--- src/rtl/memory_cycle_ctrl.sv ---
// M stage of the 18-bit pipeline: runs a req/ack handshake to data memory,
// stalls the upstream stages while an access is outstanding, aborts an access
// that waits too long, and registers the MEM/WB pipeline bank.
module memory_cycle_ctrl #(
  parameter int DATA_W  = 18,
  parameter int ADDR_W  = 9,
  parameter int TIMEOUT = 15
) (
  input  logic              clk,
  input  logic              rst,
  input  logic              RegWriteM,
  input  logic              MemWriteM,
  input  logic              ResultSrcM,
  input  logic [4:0]        RD_M,
  input  logic [DATA_W-1:0] PCPlus4M,
  input  logic [DATA_W-1:0] ALU_ResultM,
  input  logic [DATA_W-1:0] WriteDataM,
  input  logic [1:0]        RGB_M,
  output logic              mem_req,
  output logic              mem_we,
  output logic [ADDR_W-1:0] mem_addr,
  output logic [DATA_W-1:0] mem_wdata,
  input  logic              mem_ack,
  input  logic [DATA_W-1:0] mem_rdata,
  output logic              StallM,
  output logic              MemErr,
  output logic              RegWriteW,
  output logic              ResultSrcW,
  output logic [4:0]        RD_W,
  output logic [DATA_W-1:0] ALU_ResultW,
  output logic [DATA_W-1:0] ReadDataW,
  output logic [DATA_W-1:0] PCPlus4W,
  output logic [1:0]        RGB_W,
  output logic [DATA_W-1:0] ResultW
);

  localparam int CNT_W = $clog2(TIMEOUT + 1);

  typedef enum logic {S_IDLE, S_WAIT} state_t;

  state_t             state, state_nx;
  logic [CNT_W-1:0]   wait_cnt, cnt_nx;
  logic               err_nx;
  logic               access;
  logic               timeout_hit;

  // A store and a load flag together still count as one access; mem_we picks store.
  assign access      = MemWriteM | ResultSrcM;
  assign timeout_hit = (state == S_WAIT) && (wait_cnt == CNT_W'(TIMEOUT)) && !mem_ack;

  // Memory address/data pass straight through; upper address bits are ignored.
  assign mem_we    = MemWriteM;
  assign mem_addr  = ALU_ResultM[ADDR_W-1:0];
  assign mem_wdata = WriteDataM;

  // State register: FSM state, wait counter and sticky timeout flag.
  // NOTE: sequential state uses non-blocking assignments so every register
  // samples pre-edge values regardless of process ordering.
  always_ff @(posedge clk or posedge rst) begin
    if (rst) begin
      state    <= S_IDLE;
      wait_cnt <= '0;
      MemErr   <= 1'b0;
    end else begin
      state    <= state_nx;
      wait_cnt <= cnt_nx;
      MemErr   <= err_nx;
    end
  end

  // Next-state logic: enter WAIT on an un-acked request, leave on ack or timeout.
  // NOTE: every variable gets a default first so no path leaves it unassigned
  // (which would infer a latch).
  always_comb begin
    state_nx = state;
    cnt_nx   = wait_cnt;
    err_nx   = MemErr;
    unique case (state)
      S_IDLE: begin
        if (access && !mem_ack) begin
          state_nx = S_WAIT;
          cnt_nx   = CNT_W'(1);
        end
      end
      S_WAIT: begin
        if (mem_ack) begin
          state_nx = S_IDLE;
        end else if (timeout_hit) begin
          state_nx = S_IDLE;
          err_nx   = 1'b1;
        end else begin
          cnt_nx = wait_cnt + CNT_W'(1);
        end
      end
      default: state_nx = S_IDLE;
    endcase
  end

  // Output logic: request and stall; reset drops the request in the same cycle.
  always_comb begin
    mem_req = !rst && (((state == S_IDLE) && access) || (state == S_WAIT));
    StallM  = mem_req && !mem_ack && !timeout_hit;
  end

  // MEM/WB bank: capture when not stalled, insert a write-enable bubble while stalled.
  always_ff @(posedge clk or posedge rst) begin
    if (rst) begin
      RegWriteW   <= 1'b0;
      ResultSrcW  <= 1'b0;
      RD_W        <= '0;
      ALU_ResultW <= '0;
      ReadDataW   <= '0;
      PCPlus4W    <= '0;
      RGB_W       <= '0;
    end else if (!StallM) begin
      // A timed-out load must never reach the register file.
      RegWriteW   <= RegWriteM && !(ResultSrcM && timeout_hit);
      ResultSrcW  <= ResultSrcM;
      RD_W        <= RD_M;
      ALU_ResultW <= ALU_ResultM;
      ReadDataW   <= mem_ack ? mem_rdata : '0;
      PCPlus4W    <= PCPlus4M;
      RGB_W       <= RGB_M;
    end else begin
      RegWriteW   <= 1'b0;
    end
  end

  // Write-back result feeding the execute-stage forwarding muxes.
  assign ResultW = ResultSrcW ? ReadDataW : ALU_ResultW;

endmodule

--- config.mk ---
export PLATFORM = sky130hd
export DESIGN_NAME = memory_cycle_ctrl
export DESIGN_NICKNAME = d
export VERILOG_FILES = /design/src/rtl/memory_cycle_ctrl.sv
export SDC_FILE = /design/constraint.sdc
export NUM_CORES = 1
export LEC_CHECK = 0
export ABC_AREA = 1
export CORE_MARGIN = 8
export CORE_UTILIZATION = 35
export DETAILED_ROUTE_END_ITERATION = 12
export PLACE_DENSITY = 0.77
export SLEW_MARGIN = 30
export SYNTH_ARGS = -nofsm -noshare
export SYNTH_HDL_FRONTEND = slang
export SYNTH_SLANG_ARGS = --single-unit
--- constraint.sdc ---
create_clock -name clk -period 3.8 [get_ports clk]
set_input_delay 0.76 -clock clk [delete_from_list [all_inputs] [get_ports clk]]
set_output_delay 0.76 -clock clk [all_outputs]
set_load 0.1 [all_outputs]
==> results of run 1 <==
## worst max-delay path by stage
stage	start	end	slack (ns)	depth (start not counted)
floorplan	rst	ALU_ResultW[0]	0.04	2
global placement	ResultSrcM	StallM	1.13	6
detailed placement	MemWriteM	StallM	1.12	6
CTS	ALU_ResultW[8]	ALU_ResultW[8]	1.05	1
global route	ResultSrcW	ResultW[16]	0.98	2
finish	ResultSrcW	ResultW[5]	1.09	2
## state kept, by name, summed over array words and instances, names as in the netlist
register	flops
ALU_ResultW	18
MemErr	1
PCPlus4W	18
RD_W	5
RGB_W	2
ReadDataW	18
RegWriteW	1
ResultSrcW	1
state	1
wait_cnt	4
## logic make-up (layout without fill, tap and decap cells)
kind of cell             count (synthesis)  count (layout)  synth area share [%]
AO/OA/AOI/OAI                            6               6                  1.27
adder cells (fa/ha/maj)                  1               1                 0.363
buffers and inverters                   60             189                  14.1
flip-flops                              69              69                  50.0
multiplexers                            18              18                  5.87
AND/OR/NAND/NOR                        213             213                  28.4
## metrics by stage
step           power, mW  std cells  instance area, µm²  hold slack [ns]
6_report            2.59        629                4970            0.483
5_1_grt             2.69        629                4970            0.514
4_1_cts             2.62        629                4970            0.492
3_5_place_dp        1.93        613                4740            0.472
3_3_place_gp        1.92        613                4740            0.474
2_1_floorplan       1.75        367                3450            0.496
## Yosys cell counts (all sizes together)
cell	count	area, µm²
dfrtp	69	1730
nor2	5	23.8
buf	49	414
inv	7	26.3
clkbuf	4	45.0
ha	1	12.5
a21oi	2	21.3
nand2	138	528
nand4	46	303
nor3	1	5.00
o21bai	1	7.51
mux2	18	203
nand3	23	120
o21ai	3	15.0
## layout make-up
| cell class | instances | area (µm²) |
|---|---|---|
| Clock buffer | 12 | 155 |
| Clock inverter | 4 | 70.1 |
| Fill cell | 880 | 4720 |
| Inverter | 7 | 28.8 |
| Multi-Input combinational cell | 238 | 1240 |
| Sequential cell | 69 | 1730 |
| Tap cell | 133 | 166 |
| Timing Repair Buffer | 166 | 1580 |
## power groups by stage
stage / clock (mW) / sequential, mW / combinational (mW)
final: 0.679 / 0.859 / 1.05
after global routing: 0.734 / 0.867 / 1.09
after CTS: 0.698 / 0.858 / 1.06
after detailed placement: 0 / 0.871 / 1.06
after global placement: 0 / 0.868 / 1.05
after floorplan: 0 / 1.26 / 0.489
## worst reg2reg max path: stages, from the launching register on
cell	delay (ns)
dfrtp_1	0.43
ha_1	0.23
nand2_1	0.11
inv_2	0.05
nand2_2	0.08
buf_4	0.45
nand3_2	0.22
o21ai_0	0.22
## per-layer routing
| metal | wire, µm | global-route usage [%] | up-vias |
|---|---|---|---|
| met2 | 5250 | 26.9 | 123 |
| met4 | 223 | 7.09 | 0 |
| met3 | 836 | 4.83 | 19 |
| met5 | 0 | 0 | - |
| li1 | - | - | 1446 |
| met1 | 4280 | 17.4 | 1448 |
==> report_table.html, run 1 <==
<table>
<tr><th>Metric</th><th>Value</th></tr>
<tr><th colspan="2">Placement</th></tr>
<tr><td>DP HPWL</td><td>around 7700 µm</td></tr>
<tr><td>Final weighted congestion of routability-driven global placement</td><td>around 0.75</td></tr>
<tr><td>Placement Setup Slack</td><td>1.12 ns</td></tr>
<tr><td>Port Buffer Count</td><td>160</td></tr>
<tr><th colspan="2">Power and ir drop</th></tr>
<tr><td>Combinational share of power</td><td>about two fifths</td></tr>
<tr><td>Power share of the sequential group</td><td>33.1%</td></tr>
<tr><td>Share of total power in the clock network</td><td>around a quarter</td></tr>
<tr><td>Cell-internal power</td><td>1.45 mW</td></tr>
<tr><td>Leakage Power</td><td>2.36 nW</td></tr>
<tr><td>Switching portion of total power</td><td>43.8%</td></tr>
<tr><td>Sw Pwr</td><td>1.14 mW</td></tr>
<tr><td>Maximum VDD drop</td><td>0.246 mV</td></tr>
<tr><td>Total power per unit cell area</td><td>522 nW/µm²</td></tr>
<tr><th colspan="2">Clock tree</th></tr>
<tr><td>Clock insertion delay at the later pin of the skew report</td><td>0.34 ns</td></tr>
<tr><td>Clock H-tree levels</td><td>3</td></tr>
<tr><td>Clock sink total</td><td>just under 70</td></tr>
<tr><td>CTS hold repair buffers</td><td>0</td></tr>
<tr><td>Number of gates resized after CTS</td><td>0</td></tr>
<tr><td>TritonCTS clock tree</td><td>built</td></tr>
<tr><td>Cts bufs inserted</td><td>9</td></tr>
<tr><td>Total setup buffers inserted after CTS</td><td>0</td></tr>
<tr><td>Clock input transition at the sequential cells of the worst setup and hold paths</td><td>0.07 ns</td></tr>
<tr><td>Maximum number of buffers from clock root to sink</td><td>2</td></tr>
<tr><td>Clk root buf</td><td>clkbuf_8</td></tr>
<tr><th colspan="2">Synth</th></tr>
<tr><td>Average size of a mapped cell</td><td>roughly 9.4 µm²</td></tr>
<tr><td>Post-synth design cell area</td><td>3450 µm²</td></tr>
<tr><td>Number of instances in the synthesized netlist</td><td>roughly 370</td></tr>
<tr><td>Number of unique standard cell types used by synthesis</td><td>26</td></tr>
<tr><td>Synthesized Nets</td><td>453</td></tr>
<tr><td>Sequential area share after synthesis</td><td>between 50% and 60%</td></tr>
<tr><td>Synthesized flop and latch total</td><td>69</td></tr>
<tr><td>Yosys warning count</td><td>0</td></tr>
<tr><th colspan="2">Detailed routing</th></tr>
<tr><td>Detailed-router iteration count before antenna repair</td><td>4</td></tr>
<tr><td>Post-route ant nets</td><td>0</td></tr>
<tr><td>Number of DRC markers in iteration 0</td><td>144</td></tr>
<tr><td>Routed via count divided by cell count</td><td>4.83</td></tr>
<tr><td>Remaining DRCs</td><td>0</td></tr>
<tr><td>DR vias</td><td>3036</td></tr>
<tr><td>Wire length per cell</td><td>about 17 µm</td></tr>
<tr><td>Total wire length</td><td>approximately 11000 µm</td></tr>
<tr><th colspan="2">Final layout</th></tr>
<tr><td>Area added between synthesis and finish</td><td>43.9%</td></tr>
<tr><td>Top library cells by usage in the layout, fill and taps aside</td><td>nand2_1, clkdlybuf4s50_1, dfrtp_1, nand4_1, buf_4</td></tr>
<tr><td>Utilization of the core after routing</td><td>between 50% and 60%</td></tr>
<tr><td>Fraction of final layout cells sized beyond drive strength 1</td><td>16.3%</td></tr>
<tr><td>Nets</td><td>577</td></tr>
<tr><td>Number of inserted diodes</td><td>0</td></tr>
<tr><td>Leading cell type in the layout, fill and taps excluded</td><td>nand2_1</td></tr>
<tr><th colspan="2">Setup path</th></tr>
<tr><td>Type of the worst setup path</td><td>flip-flop to output port</td></tr>
<tr><td>Critical path buffers and inverters</td><td>1</td></tr>
<tr><td>Worst Reg2Reg Path Length in Cells</td><td>7</td></tr>
<tr><td>Cell family with most CP delay</td><td>flip-flops</td></tr>
<tr><td>Capturing point of the worst reg2reg path</td><td>wait_cnt[3]</td></tr>
<tr><td>Type of origin of the critical path</td><td>flip-flop</td></tr>
<tr><td>Data arrival time of the critical path</td><td>1.95 ns</td></tr>
<tr><td>Worst-path cell chain</td><td>mux2_2, buf_4</td></tr>
<tr><td>Critical path peak fanout</td><td>20</td></tr>
<tr><td>Max stage delay on crit path</td><td>0.96 ns</td></tr>
<tr><td>Crit end category</td><td>output port</td></tr>
<tr><td>FF-to-FF setup slack</td><td>1.94 ns</td></tr>
<tr><td>Worst flop-to-flop path startpoint</td><td>wait_cnt[0]</td></tr>
<tr><td>CP max-delay cell</td><td>dfrtp_1</td></tr>
<tr><td>Critical path required time</td><td>3.04 ns</td></tr>
<tr><th colspan="2">Flow run</th></tr>
<tr><td>Number of maximum-capacitance constraint violations</td><td>0</td></tr>
<tr><th colspan="2">Worst hold path</th></tr>
<tr><td>Hold Path Sink</td><td>MemErr</td></tr>
<tr><td>Class of the most critical hold timing path</td><td>flip-flop to flip-flop</td></tr>
<tr><td>Hold path depth</td><td>1</td></tr>
<tr><td>Worst min-delay path startpoint</td><td>MemErr</td></tr>
<tr><th colspan="2">Floorplan</th></tr>
<tr><td>Cell row count</td><td>36</td></tr>
<tr><td>Initial cell density of the core</td><td>roughly 36%</td></tr>
<tr><td>Number of ports placed on the die boundary</td><td>~200</td></tr>
<tr><td>Die Y-Extent</td><td>115 µm</td></tr>
<tr><td>Total Die Area</td><td>between 10000 and 15000 µm²</td></tr>
<tr><td>X dimension of the die</td><td>around 120 µm</td></tr>
<tr><td>Core region area</td><td>9680 µm²</td></tr>
<tr><th colspan="2">Status</th></tr>
<tr><td>Run status</td><td>complete, no violations</td></tr>
<tr><th colspan="2">STA</th></tr>
<tr><td>Fin crit period</td><td>2.71 ns</td></tr>
<tr><td>Worst slew margin relative to its limit</td><td>31.6%</td></tr>
<tr><td>Period Utilization, post-route</td><td>71.4%</td></tr>
<tr><td>Measured slew at the worst slew-check pin</td><td>1.02 ns</td></tr>
<tr><td>Max Freq</td><td>~370 MHz</td></tr>
<tr><td>Slack of the critical path</td><td>1.09 ns</td></tr>
<tr><td>Clock skew</td><td>0.0116 ns</td></tr>
<tr><td>Setup violators final</td><td>0</td></tr>
<tr><td>Unrepaired setup endpoints after global routing</td><td>false</td></tr>
<tr><td>Final max-slew violation count</td><td>0</td></tr>
<tr><td>Setup TNS Final</td><td>0 ns</td></tr>
<tr><td>Hold Fails Final Rpt</td><td>0</td></tr>
<tr><th colspan="2">Global route</th></tr>
<tr><td>First-pass GRT wire length</td><td>16200 µm</td></tr>
<tr><td>Pin count of the biggest net entering global routing</td><td>80</td></tr>
<tr><td>Vias in the first global route</td><td>3077</td></tr>
<tr><td>Gr usage total</td><td>~16%</td></tr>
<tr><td>Total overflow reported by the global router</td><td>0</td></tr>
<tr><td>Antenna violations before repair</td><td>0</td></tr>
</table>
Power figures use the tool's default switching activity.
==> run 2: changes to the inputs <==
CORE_UTILIZATION = 39   (was 35)
PLACE_DENSITY = 0.81   (was 0.77)
clock period = 2.73 ns   (was 3.8 ns; I/O delays follow)
==> report_table.html, run 2 (same netlist as run 1, synthesis figures left out) <==
<table>
<tr><th>Metric</th><th>Value</th></tr>
<tr><th colspan="2">Status</th></tr>
<tr><td>Run status</td><td>complete, no violations</td></tr>
<tr><th colspan="2">Placement</th></tr>
<tr><td>Final weighted congestion of routability-driven global placement</td><td>0.791</td></tr>
<tr><td>Port Buffer Count</td><td>160</td></tr>
<tr><td>DP HPWL</td><td>7390 µm</td></tr>
<tr><th colspan="2">Clock tree</th></tr>
<tr><td>Clock insertion delay at the later pin of the skew report</td><td>~0.33 ns</td></tr>
<tr><td>CTS hold repair buffers</td><td>0</td></tr>
<tr><td>TritonCTS clock tree</td><td>built</td></tr>
<tr><td>Clk root buf</td><td>clkbuf_8</td></tr>
<tr><td>Cts bufs inserted</td><td>9</td></tr>
<tr><td>Maximum number of buffers from clock root to sink</td><td>2</td></tr>
<tr><td>Total setup buffers inserted after CTS</td><td>0</td></tr>
<tr><td>Number of gates resized after CTS</td><td>0</td></tr>
<tr><td>Clock sink total</td><td>between 60 and 70</td></tr>
<tr><td>Clock input transition at the sequential cells of the worst setup and hold paths</td><td>about 0.070 ns</td></tr>
<tr><td>Clock H-tree levels</td><td>3</td></tr>
<tr><th colspan="2">Final layout</th></tr>
<tr><td>Area added between synthesis and finish</td><td>49.7%</td></tr>
<tr><td>Leading cell type in the layout, fill and taps excluded</td><td>nand2_1</td></tr>
<tr><td>Top Registers</td><td>ALU_ResultW (18), PCPlus4W (18), ReadDataW (18)</td></tr>
<tr><td>Fill count</td><td>730</td></tr>
<tr><td>Fraction of final layout cells sized beyond drive strength 1</td><td>29.0%</td></tr>
<tr><td>Number of inserted diodes</td><td>0</td></tr>
<tr><td>Top library cells by usage in the layout, fill and taps aside</td><td>nand2_1, dfrtp_1, buf_4, clkdlybuf4s50_1, nand4_1</td></tr>
<tr><td>Nets</td><td>577</td></tr>
<tr><th colspan="2">Power and ir drop</th></tr>
<tr><td>Maximum VDD drop</td><td>0.365 mV</td></tr>
<tr><td>Sw Pwr</td><td>around 1.6 mW</td></tr>
<tr><td>Share of total power in the clock network</td><td>25.3%</td></tr>
<tr><td>Post-layout power</td><td>3.71 mW</td></tr>
<tr><td>Combinational share of power</td><td>42.7%</td></tr>
<tr><td>Switching portion of total power</td><td>around 43%</td></tr>
<tr><td>Cell-internal power</td><td>2.11 mW</td></tr>
<tr><td>Total power per unit cell area</td><td>just over 700 nW/µm²</td></tr>
<tr><td>Leakage Power</td><td>2.56 nW</td></tr>
<tr><td>Power share of the sequential group</td><td>31.9%</td></tr>
<tr><th colspan="2">STA</th></tr>
<tr><td>Fin crit period</td><td>about 2.3 ns</td></tr>
<tr><td>Measured slew at the worst slew-check pin</td><td>around 0.8 ns</td></tr>
<tr><td>Period Utilization, post-route</td><td>83.9%</td></tr>
<tr><td>Hold Fails Final Rpt</td><td>0</td></tr>
<tr><td>Setup TNS Final</td><td>0 ns</td></tr>
<tr><td>Max Freq</td><td>437 MHz</td></tr>
<tr><td>Final max-slew violation count</td><td>0</td></tr>
<tr><td>Unrepaired setup endpoints after global routing</td><td>false</td></tr>
<tr><td>Setup violators final</td><td>0</td></tr>
<tr><td>Clock skew</td><td>0.0102 ns</td></tr>
<tr><td>Worst slew margin relative to its limit</td><td>46.5%</td></tr>
<tr><th colspan="2">Detailed routing</th></tr>
<tr><td>Detailed-router iteration count before antenna repair</td><td>4</td></tr>
<tr><td>Routed via count divided by cell count</td><td>5.04</td></tr>
<tr><td>Number of DRC markers in iteration 0</td><td>122</td></tr>
<tr><td>Post-route ant nets</td><td>0</td></tr>
<tr><td>Remaining DRCs</td><td>0</td></tr>
<tr><td>Total wire length</td><td>roughly 10000 µm</td></tr>
<tr><td>Wire length per cell</td><td>17.1 µm</td></tr>
<tr><td>DR vias</td><td>between 3000 and 4000</td></tr>
<tr><th colspan="2">Setup path</th></tr>
<tr><td>Max stage delay on crit path</td><td>~0.48 ns</td></tr>
<tr><td>Cell family with most CP delay</td><td>buffers and inverters</td></tr>
<tr><td>End point of the critical path</td><td>StallM</td></tr>
<tr><td>Worst setup startpoint</td><td>MemWriteM</td></tr>
<tr><td>Worst-path cell chain</td><td>clkdlybuf4s50_1, nor2_2, nand2_4, nand4_4, inv_1, buf_12</td></tr>
<tr><td>Worst Reg2Reg Path Length in Cells</td><td>8</td></tr>
<tr><td>Worst flop-to-flop path startpoint</td><td>wait_cnt[0]</td></tr>
<tr><td>Critical path peak fanout</td><td>3</td></tr>
<tr><td>Critical path depth</td><td>6</td></tr>
<tr><td>CP max-delay cell</td><td>clkdlybuf4s50_1</td></tr>
<tr><td>FF-to-FF setup slack</td><td>0.88 ns</td></tr>
<tr><td>Type of origin of the critical path</td><td>input port</td></tr>
<tr><td>Capturing point of the worst reg2reg path</td><td>wait_cnt[3]</td></tr>
<tr><td>Critical path buffers and inverters</td><td>3</td></tr>
<tr><td>Crit end category</td><td>output port</td></tr>
<tr><td>Critical path required time</td><td>2.18 ns</td></tr>
<tr><td>Data arrival time of the critical path</td><td>1.74 ns</td></tr>
<tr><td>Type of the worst setup path</td><td>input port to output port</td></tr>
<tr><th colspan="2">Floorplan</th></tr>
<tr><td>Total Die Area</td><td>around 12000 µm²</td></tr>
<tr><td>Number of ports placed on the die boundary</td><td>197</td></tr>
<tr><td>Cell row count</td><td>34</td></tr>
<tr><td>Die Y-Extent</td><td>~110 µm</td></tr>
<tr><td>X dimension of the die</td><td>110 µm</td></tr>
<tr><td>Core region area</td><td>8640 µm²</td></tr>
<tr><td>Initial cell density of the core</td><td>between 30% and 40%</td></tr>
<tr><th colspan="2">Flow run</th></tr>
<tr><td>Number of maximum-capacitance constraint violations</td><td>0</td></tr>
<tr><th colspan="2">Global route</th></tr>
<tr><td>Total overflow reported by the global router</td><td>0</td></tr>
<tr><td>Pin count of the biggest net entering global routing</td><td>132</td></tr>
<tr><td>Antenna violations before repair</td><td>0</td></tr>
<tr><td>Vias in the first global route</td><td>around 3100</td></tr>
<tr><td>Gr usage total</td><td>16.9%</td></tr>
<tr><td>First-pass GRT wire length</td><td>16000 µm</td></tr>
<tr><th colspan="2">Worst hold path</th></tr>
<tr><td>Class of the most critical hold timing path</td><td>flip-flop to flip-flop</td></tr>
<tr><td>Hold path depth</td><td>1</td></tr>
</table>
-- run 2: metal layers --
| metal | track usage, % | share of wire [%] |
|---|---|---|
| met5 | 0 | 0 |
| met4 | 7.43 | 2.2 |
| met3 | 7.15 | 11 |
| met1 | 19.2 | 39 |
| met2 | 27.4 | 48 |
-- run 2: final cells by class --
cell class,count,area (µm²),area share [%]
well taps,108,135,2.62
inverters,7,28.8,0.557
flip-flops and latches,69,1730,33.4
clock buffers,12,155,3.00
clock inverters,4,70.1,1.36
multi-input cells,238,1240,24.0
repair buffers,166,1810,35.1
-- run 2: worst register-to-register path, stage by stage, from the launching register on --
cell     delay (ns)
dfrtp_1        0.42
ha_1           0.23
nand2_1        0.10
inv_2          0.05
nand2_2        0.07
buf_4          0.45
nand3_2        0.22
nand2_1        0.12
o21ai_0        0.09
-- run 2: how the worst min path moves through the flow --
stage               slack, ns     endpoint   startpoint
CTS                      0.50       MemErr       MemErr
global route             0.52       MemErr       MemErr
finish                   0.49       MemErr       MemErr
floorplan                0.50  wait_cnt[3]  wait_cnt[3]
detailed placement       0.48       MemErr       MemErr
global placement         0.47       MemErr       MemErr
-- run 2: per-stage QoR --
step	worst slack [ns]	util [%]	hold slack (ns)	std cells	cell area, µm²
after floorplan	0.111	-	0.496	367	3450
after global placement	0.455	57.2	0.466	588	4940
after detailed placement	0.376	57.2	0.477	588	4940
after CTS	0.435	59.8	0.497	604	5170
after global routing	0.385	59.8	0.516	604	5170
final	0.440	59.8	0.493	604	5170
-- run 2: power groups by stage --
| stage | Clock (mW) | Combinational, mW | Sequential, mW |
|---|---|---|---|
| final | 0.938 | 1.58 | 1.18 |
| after global routing | 1.01 | 1.65 | 1.19 |
| after CTS | 0.960 | 1.60 | 1.18 |
| after detailed placement | 0 | 1.60 | 1.20 |
| after global placement | 0 | 1.58 | 1.20 |
| after floorplan | 0 | 0.680 | 1.76 |
